**src/rtl/dtp_uart_tx_pkg.sv**
```systemverilog
// Shared UART framing constants, FSM state encoding and parity helper.
// Also consumed by the command FSM for CR/LF message terminators.
package dtp_uart_tx_pkg;

  typedef enum logic [2:0] {
    ST_IDLE   = 3'd0,
    ST_START  = 3'd1,
    ST_DATA   = 3'd2,
    ST_PARITY = 3'd3,
    ST_STOP   = 3'd4,
    ST_ACK    = 3'd5
  } tx_state_e;

  localparam logic UART_START_BIT = 1'b0;
  localparam logic UART_STOP_BIT  = 1'b1;

  localparam logic [7:0] ASCII_CR = 8'h0D;
  localparam logic [7:0] ASCII_LF = 8'h0A;

  localparam logic PARITY_MODE_EVEN = 1'b0;
  localparam logic PARITY_MODE_ODD  = 1'b1;

  // Even parity is the XOR of the data bits; odd parity is its inverse.
  function automatic logic calc_parity(input logic [7:0] data, input logic odd);
    return (^data) ^ odd;
  endfunction

endpackage

```
**src/rtl/dtp_uart_tx_baud_gen.sv**
```systemverilog
// Bit-period timer: counts 0..BAUD_DIV-1 while enabled, strobes bit_end_o on the last count.
// Synchronous clear holds the counter at zero between frames.
module dtp_baud_gen #(
  parameter int BAUD_DIV = 868
) (
  input  logic clk_i,
  input  logic rst_i,
  input  logic en_i,
  input  logic clr_i,
  output logic bit_end_o
);

  localparam int CW = (BAUD_DIV > 2) ? $clog2(BAUD_DIV) : 1;
  localparam logic [CW-1:0] LAST = CW'(BAUD_DIV - 1);

  logic [CW-1:0] cnt_q;
  logic [CW-1:0] cnt_d;

  always_comb begin
    cnt_d = cnt_q;
    if (clr_i) begin
      cnt_d = '0;
    end else if (en_i) begin
      cnt_d = (cnt_q == LAST) ? '0 : cnt_q + 1'b1;
    end
  end

  always_ff @(posedge clk_i or posedge rst_i) begin
    if (rst_i) begin
      cnt_q <= '0;
    end else begin
      cnt_q <= cnt_d;
    end
  end

  assign bit_end_o = en_i && (cnt_q == LAST);

endmodule

```
**src/rtl/dtp_uart_tx.sv**
```systemverilog
// UART transmitter: latches a byte on TX_RDY_T in IDLE, sends start/8 data LSB-first/parity/stop,
// then pulses TX_RDY_R for one cycle. IDLE never samples in the ACK cycle, giving a 2-cycle gap.
module dtp_uart_tx
  import dtp_uart_tx_pkg::*;
#(
  parameter int BAUD_DIV   = 868,
  parameter int PARITY_EN  = 1,
  parameter int PARITY_ODD = 0,
  parameter int STOP_BITS  = 1
) (
  input  logic       CLK,
  input  logic       RST,
  input  logic       TX_RDY_T,
  input  logic [7:0] TX_DATA_T,
  output logic       TX_RDY_R,
  output logic       TXD,
  output logic       BUSY
);

  localparam logic       PAR_MODE  = (PARITY_ODD != 0) ? PARITY_MODE_ODD : PARITY_MODE_EVEN;
  localparam logic [2:0] LAST_STOP = 3'(STOP_BITS - 1);

  tx_state_e  state_q;
  logic [7:0] shift_q;
  logic [2:0] bit_cnt_q;
  logic       parity_q;
  logic       txd_q;
  logic       rdy_q;
  logic       busy_q;

  logic baud_run;
  logic bit_end;

  assign baud_run = (state_q == ST_START) || (state_q == ST_DATA) ||
                    (state_q == ST_PARITY) || (state_q == ST_STOP);

  dtp_baud_gen #(
    .BAUD_DIV (BAUD_DIV)
  ) u_baud (
    .clk_i     (CLK),
    .rst_i     (RST),
    .en_i      (baud_run),
    .clr_i     (!baud_run),
    .bit_end_o (bit_end)
  );

  always_ff @(posedge CLK or posedge RST) begin
    if (RST) begin
      state_q   <= ST_IDLE;
      shift_q   <= '0;
      bit_cnt_q <= '0;
      parity_q  <= 1'b0;
      txd_q     <= UART_STOP_BIT;
      rdy_q     <= 1'b0;
      busy_q    <= 1'b0;
    end else begin
      rdy_q <= 1'b0;
      case (state_q)
        ST_IDLE: begin
          txd_q <= UART_STOP_BIT;
          if (TX_RDY_T) begin
            shift_q   <= TX_DATA_T;
            parity_q  <= calc_parity(TX_DATA_T, PAR_MODE);
            bit_cnt_q <= '0;
            txd_q     <= UART_START_BIT;
            busy_q    <= 1'b1;
            state_q   <= ST_START;
          end
        end
        ST_START: begin
          if (bit_end) begin
            txd_q   <= shift_q[0];
            state_q <= ST_DATA;
          end
        end
        ST_DATA: begin
          if (bit_end) begin
            if (bit_cnt_q == 3'd7) begin
              bit_cnt_q <= '0;
              if (PARITY_EN != 0) begin
                txd_q   <= parity_q;
                state_q <= ST_PARITY;
              end else begin
                txd_q   <= UART_STOP_BIT;
                state_q <= ST_STOP;
              end
            end else begin
              // txd shows shift_q[0] now; the next bit is one position up.
              txd_q     <= shift_q[1];
              shift_q   <= {1'b0, shift_q[7:1]};
              bit_cnt_q <= bit_cnt_q + 3'd1;
            end
          end
        end
        ST_PARITY: begin
          if (bit_end) begin
            txd_q   <= UART_STOP_BIT;
            state_q <= ST_STOP;
          end
        end
        ST_STOP: begin
          if (bit_end) begin
            if (bit_cnt_q == LAST_STOP) begin
              rdy_q   <= 1'b1;
              state_q <= ST_ACK;
            end else begin
              bit_cnt_q <= bit_cnt_q + 3'd1;
            end
          end
        end
        ST_ACK: begin
          txd_q   <= UART_STOP_BIT;
          busy_q  <= 1'b0;
          state_q <= ST_IDLE;
        end
        default: begin
          txd_q     <= UART_STOP_BIT;
          busy_q    <= 1'b0;
          bit_cnt_q <= '0;
          state_q   <= ST_IDLE;
        end
      endcase
    end
  end

  assign TXD      = txd_q;
  assign TX_RDY_R = rdy_q;
  assign BUSY     = busy_q;

endmodule

```
**config.mk**
```make
export PLATFORM = sky130hd
export DESIGN_NAME = dtp_uart_tx
export DESIGN_NICKNAME = d
export VERILOG_FILES = /design/src/rtl/dtp_uart_tx_pkg.sv /design/src/rtl/dtp_uart_tx_baud_gen.sv /design/src/rtl/dtp_uart_tx.sv
export SDC_FILE = /design/constraint.sdc
export NUM_CORES = 1
export LEC_CHECK = 0
export CAP_MARGIN = 20
export CORE_MARGIN = 3
export CORE_UTILIZATION = 55
export DETAILED_ROUTE_END_ITERATION = 8
export GPL_TIMING_DRIVEN = 0
export HOLD_SLACK_MARGIN = 0.06
export PLACE_DENSITY_LB_ADDON = 0.05
export RECOVER_POWER = 25
export SYNTH_ARGS = -nofsm -noshare
export SYNTH_HDL_FRONTEND = slang
export SYNTH_SLANG_ARGS = --single-unit
```
**constraint.sdc**
```tcl
create_clock -name CLK -period 3.1 [get_ports CLK]
set_input_delay 0.93 -clock CLK [delete_from_list [all_inputs] [get_ports CLK]]
set_output_delay 0.93 -clock CLK [all_outputs]
set_load 0.05 [all_outputs]
```
==> results.md <==
* Vias in the first global route at 1,085
* RSZ-0062 raised after global routing: no
* Die Wd at 60.34 um
* First-pass DRT Iterations at 4
* Rows at 19
* Sequential-to-total area share from yosys stat at 0.4322
* Switch share at 0.2220
* Setup crit start kind: flop
* Vias per inst at between 5 and 6
* Filler cell count at 244
* Total of warnings raised by yosys at 0
* Met3 WL at slightly above 80 um
* Max-slew headroom at 0.1580
* Critical path class: reg2out
* Synth Net Count at 161
* Status: finished clean
* Port bufs at 13
* Crit-path max cell delay at 790 ps
* Met2 wire len at 1368 um
* Setup TNS at 0 ps
* Gate Count Post-Synth at 146
* Min-delay worst type: reg2reg
* Avg Inst Size Synth at about 11 um2
* Post-CTS Setup Bufs at 0
* Routed WL at between 2000 and 3000 um
* Sequential power share at 0.612
* H-tree depth at 1
* Critical Path RT at 2170 ps
* Pleak at between 0.7 and 0.8 nW
* Worst path top cell family by delay: buffers and inverters
* Tightest Pin Transition at between 1000 and 1500 ps
* Die ar. at 3641 um2
* M1 wire length at between 1000 and 1500 um
* Fin crit share at 0.8426
* Critical path buffers and inverters at 1
* Comb power frac at 0.098
* Clock Power Share at 0.290
* Leading register cell type out of synthesis: dfrtp_1
* Global-route wire length before repair at 5023 um
* Cts repair resizes at 0
* Max-cap violations at 0
* Top cells by count, synth: 27 x dfrtp_1, 19 x nor2_1, 13 x xnor2_1
* Initial antenna violation count at 0
* Core area at 2781 um2
* P_sw at around 140 uW
* WL per Instance at between 10 and 15 um
* Slew Limit Fails at 0
* Synth top area share at 0.4160
* Detail Placement HPWL at 2070 um
* Post-synth top area cell: dfrtp_1
* Hold slack final at 507.3 ps
* Number of remaining DRC errors at 0
* Initial Util at 0.5839
* Number of synthesized flops with an enable pin at 0
* Total CTS buffers at 3
* Root buf cell: clkbuf_4
* Synthesized area at ~1600 um2
* Clk_skew at 2.620 ps
* CTS Hold Bufs at 0
* Asr flop ratio synth at 1.000
* Share of cells above drive strength 1 at 0.1707
* WP data arrival at between 1500 and 2000 ps
* Pint at around 480 uW
* CTS Sinks at 28
* Final Hold Viols at 0
* Fin crit period at 2612 ps
* Cells along the critical path: clkdlybuf4s50_1
* Layout area overhead at 12.87%
* Gr usage total at 0.1830
* Iteration-0 DRC count of the detailed router at 56
* Gr ovfl total at 0
* Nets@finish at 180
* Peak fanout along the critical path at 2
* CTS Buffer Depth at 2
* CTS tree: yes
* Max Fclk at approximately 0.38 GHz
* Gpl congestion at 0.7762
* Die Span Y at 60.34 um
* Netlist cell types at 42
* Worst vdd rail ir drop at 265.2 uV
* Synth area leaders: dfrtp_1 42%, mux2_4 8.3%, xnor2_1 7.0%
* Clock transition at path regs at about 150 ps
* Count leader, synth: dfrtp_1
* Slowest cell on crit path: clkdlybuf4s50_1
* Ant diodes at 0
* CP endpoint kind: output port
* Top sig layer: met4
* Worst-Skew Late Latency at 330 ps
* Count of final setup violators at 0
* Largest net degree at the start of global routing at 29
* Total vias in the final route at 1,082
* Post-route ant nets at 0
* Ports at 14
* PD cells at 337.0 nW/um2
* Synth Register Bits at 28
==> cell type report <==
cell class                 count  area (um2)  area share
buffer                         3       16.27    0.008874
clock buffer                   4       36.28     0.01980
inverter                       8       30.03     0.01638
multi-input combinational    107       875.8      0.4778
sequential                    28       701.9      0.3829
tap                           31       38.79     0.02116
timing repair buffer          14       133.9     0.07304
==> power groups by stage <==
stage,clock (mW),sequential [mW],combinational [mW]
after floorplan,0,0.385,0.0376
after global placement,0,0.384,0.0601
after detailed placement,0,0.385,0.0613
after CTS,0.185,0.378,0.0615
after global routing,0.198,0.379,0.0672
final,0.179,0.378,0.0607
==> routing by layer <==
| metal | vias up | GRT usage |
|---|---|---|
| li1 | 535 | - |
| met1 | 527 | 0.2649 |
| met2 | 16 | 0.2762 |
| met3 | 4 | 0.02128 |
| met4 | 0 | 0.08228 |
| met5 | - | 0 |
==> metrics by stage <==
| step | instances | utilization | instance area [um2] | setup WS [ps] | power [mW] |
|---|---|---|---|---|---|
| after floorplan | 146 | - | 1624 | 1201 | 0.4230 |
| after global placement | 190 | 0.6446 | 1793 | 569.3 | 0.4444 |
| after detailed placement | 190 | 0.6446 | 1793 | 549.3 | 0.4461 |
| after CTS | 194 | 0.6577 | 1829 | 472.9 | 0.6245 |
| after global routing | 195 | 0.6590 | 1833 | 440.8 | 0.6444 |
| final | 195 | 0.6590 | 1833 | 487.9 | 0.6178 |
==> flip-flops by register name, summed over array words and instances (netlist names) <==
register and cells:
u_baud.cnt_q 10, shift_q 8, bit_cnt_q 3, state_q 3, BUSY 1, TXD 1, TX_RDY_R 1, parity_q 1
==> cells by family (layout without fill, tap and decap cells) <==
family,after synthesis,count (layout),share of synthesized area
compound gates,19,19,0.08861
xor+xnor,16,16,0.08629
fa+ha+maj,4,4,0.03082
buf+inv,11,29,0.02850
flops,28,28,0.4322
mux,20,20,0.1572
simple gates,48,48,0.1764
==> final timing paths <==
path                                           start                   endpoint  slack [ps]  cells after the start
setup / recovery                     TXD$_DFFE_PP1P_                        TXD         490                      1
min in group asynchronous                        RST  u_baud.cnt_q[3]$_DFF_PP0_         920                      2
setup reg to reg           u_baud.cnt_q[0]$_DFF_PP0_     shift_q[4]$_DFFE_PP0P_        1140                      5
hold reg to reg                     BUSY$_DFFE_PP0P_           BUSY$_DFFE_PP0P_         510                      1
max in group asynchronous                        RST  u_baud.cnt_q[5]$_DFF_PP0_         770                      3
hold / removal                      BUSY$_DFFE_PP0P_           BUSY$_DFFE_PP0P_         510                      1
==> layout by cell type (no fill, tap or decap), drive strengths merged, types with 2 or more instances in the layout <==
| cell | instances |
|---|---|
| nand2b | 4 |
| ha | 4 |
| clkbuf | 6 |
| inv | 8 |
| o21ai | 7 |
| nor2 | 20 |
| xor2 | 3 |
| mux2 | 17 |
| buf | 2 |
| dfrtp | 27 |
| clkdlybuf4s50 | 12 |
| mux2i | 3 |
| a21oi | 5 |
| nor3 | 2 |
| nand4 | 2 |
| nand2 | 5 |
| o32a | 2 |
| nand3 | 6 |
| xnor2 | 13 |
(Power assumes the default switching activity.)
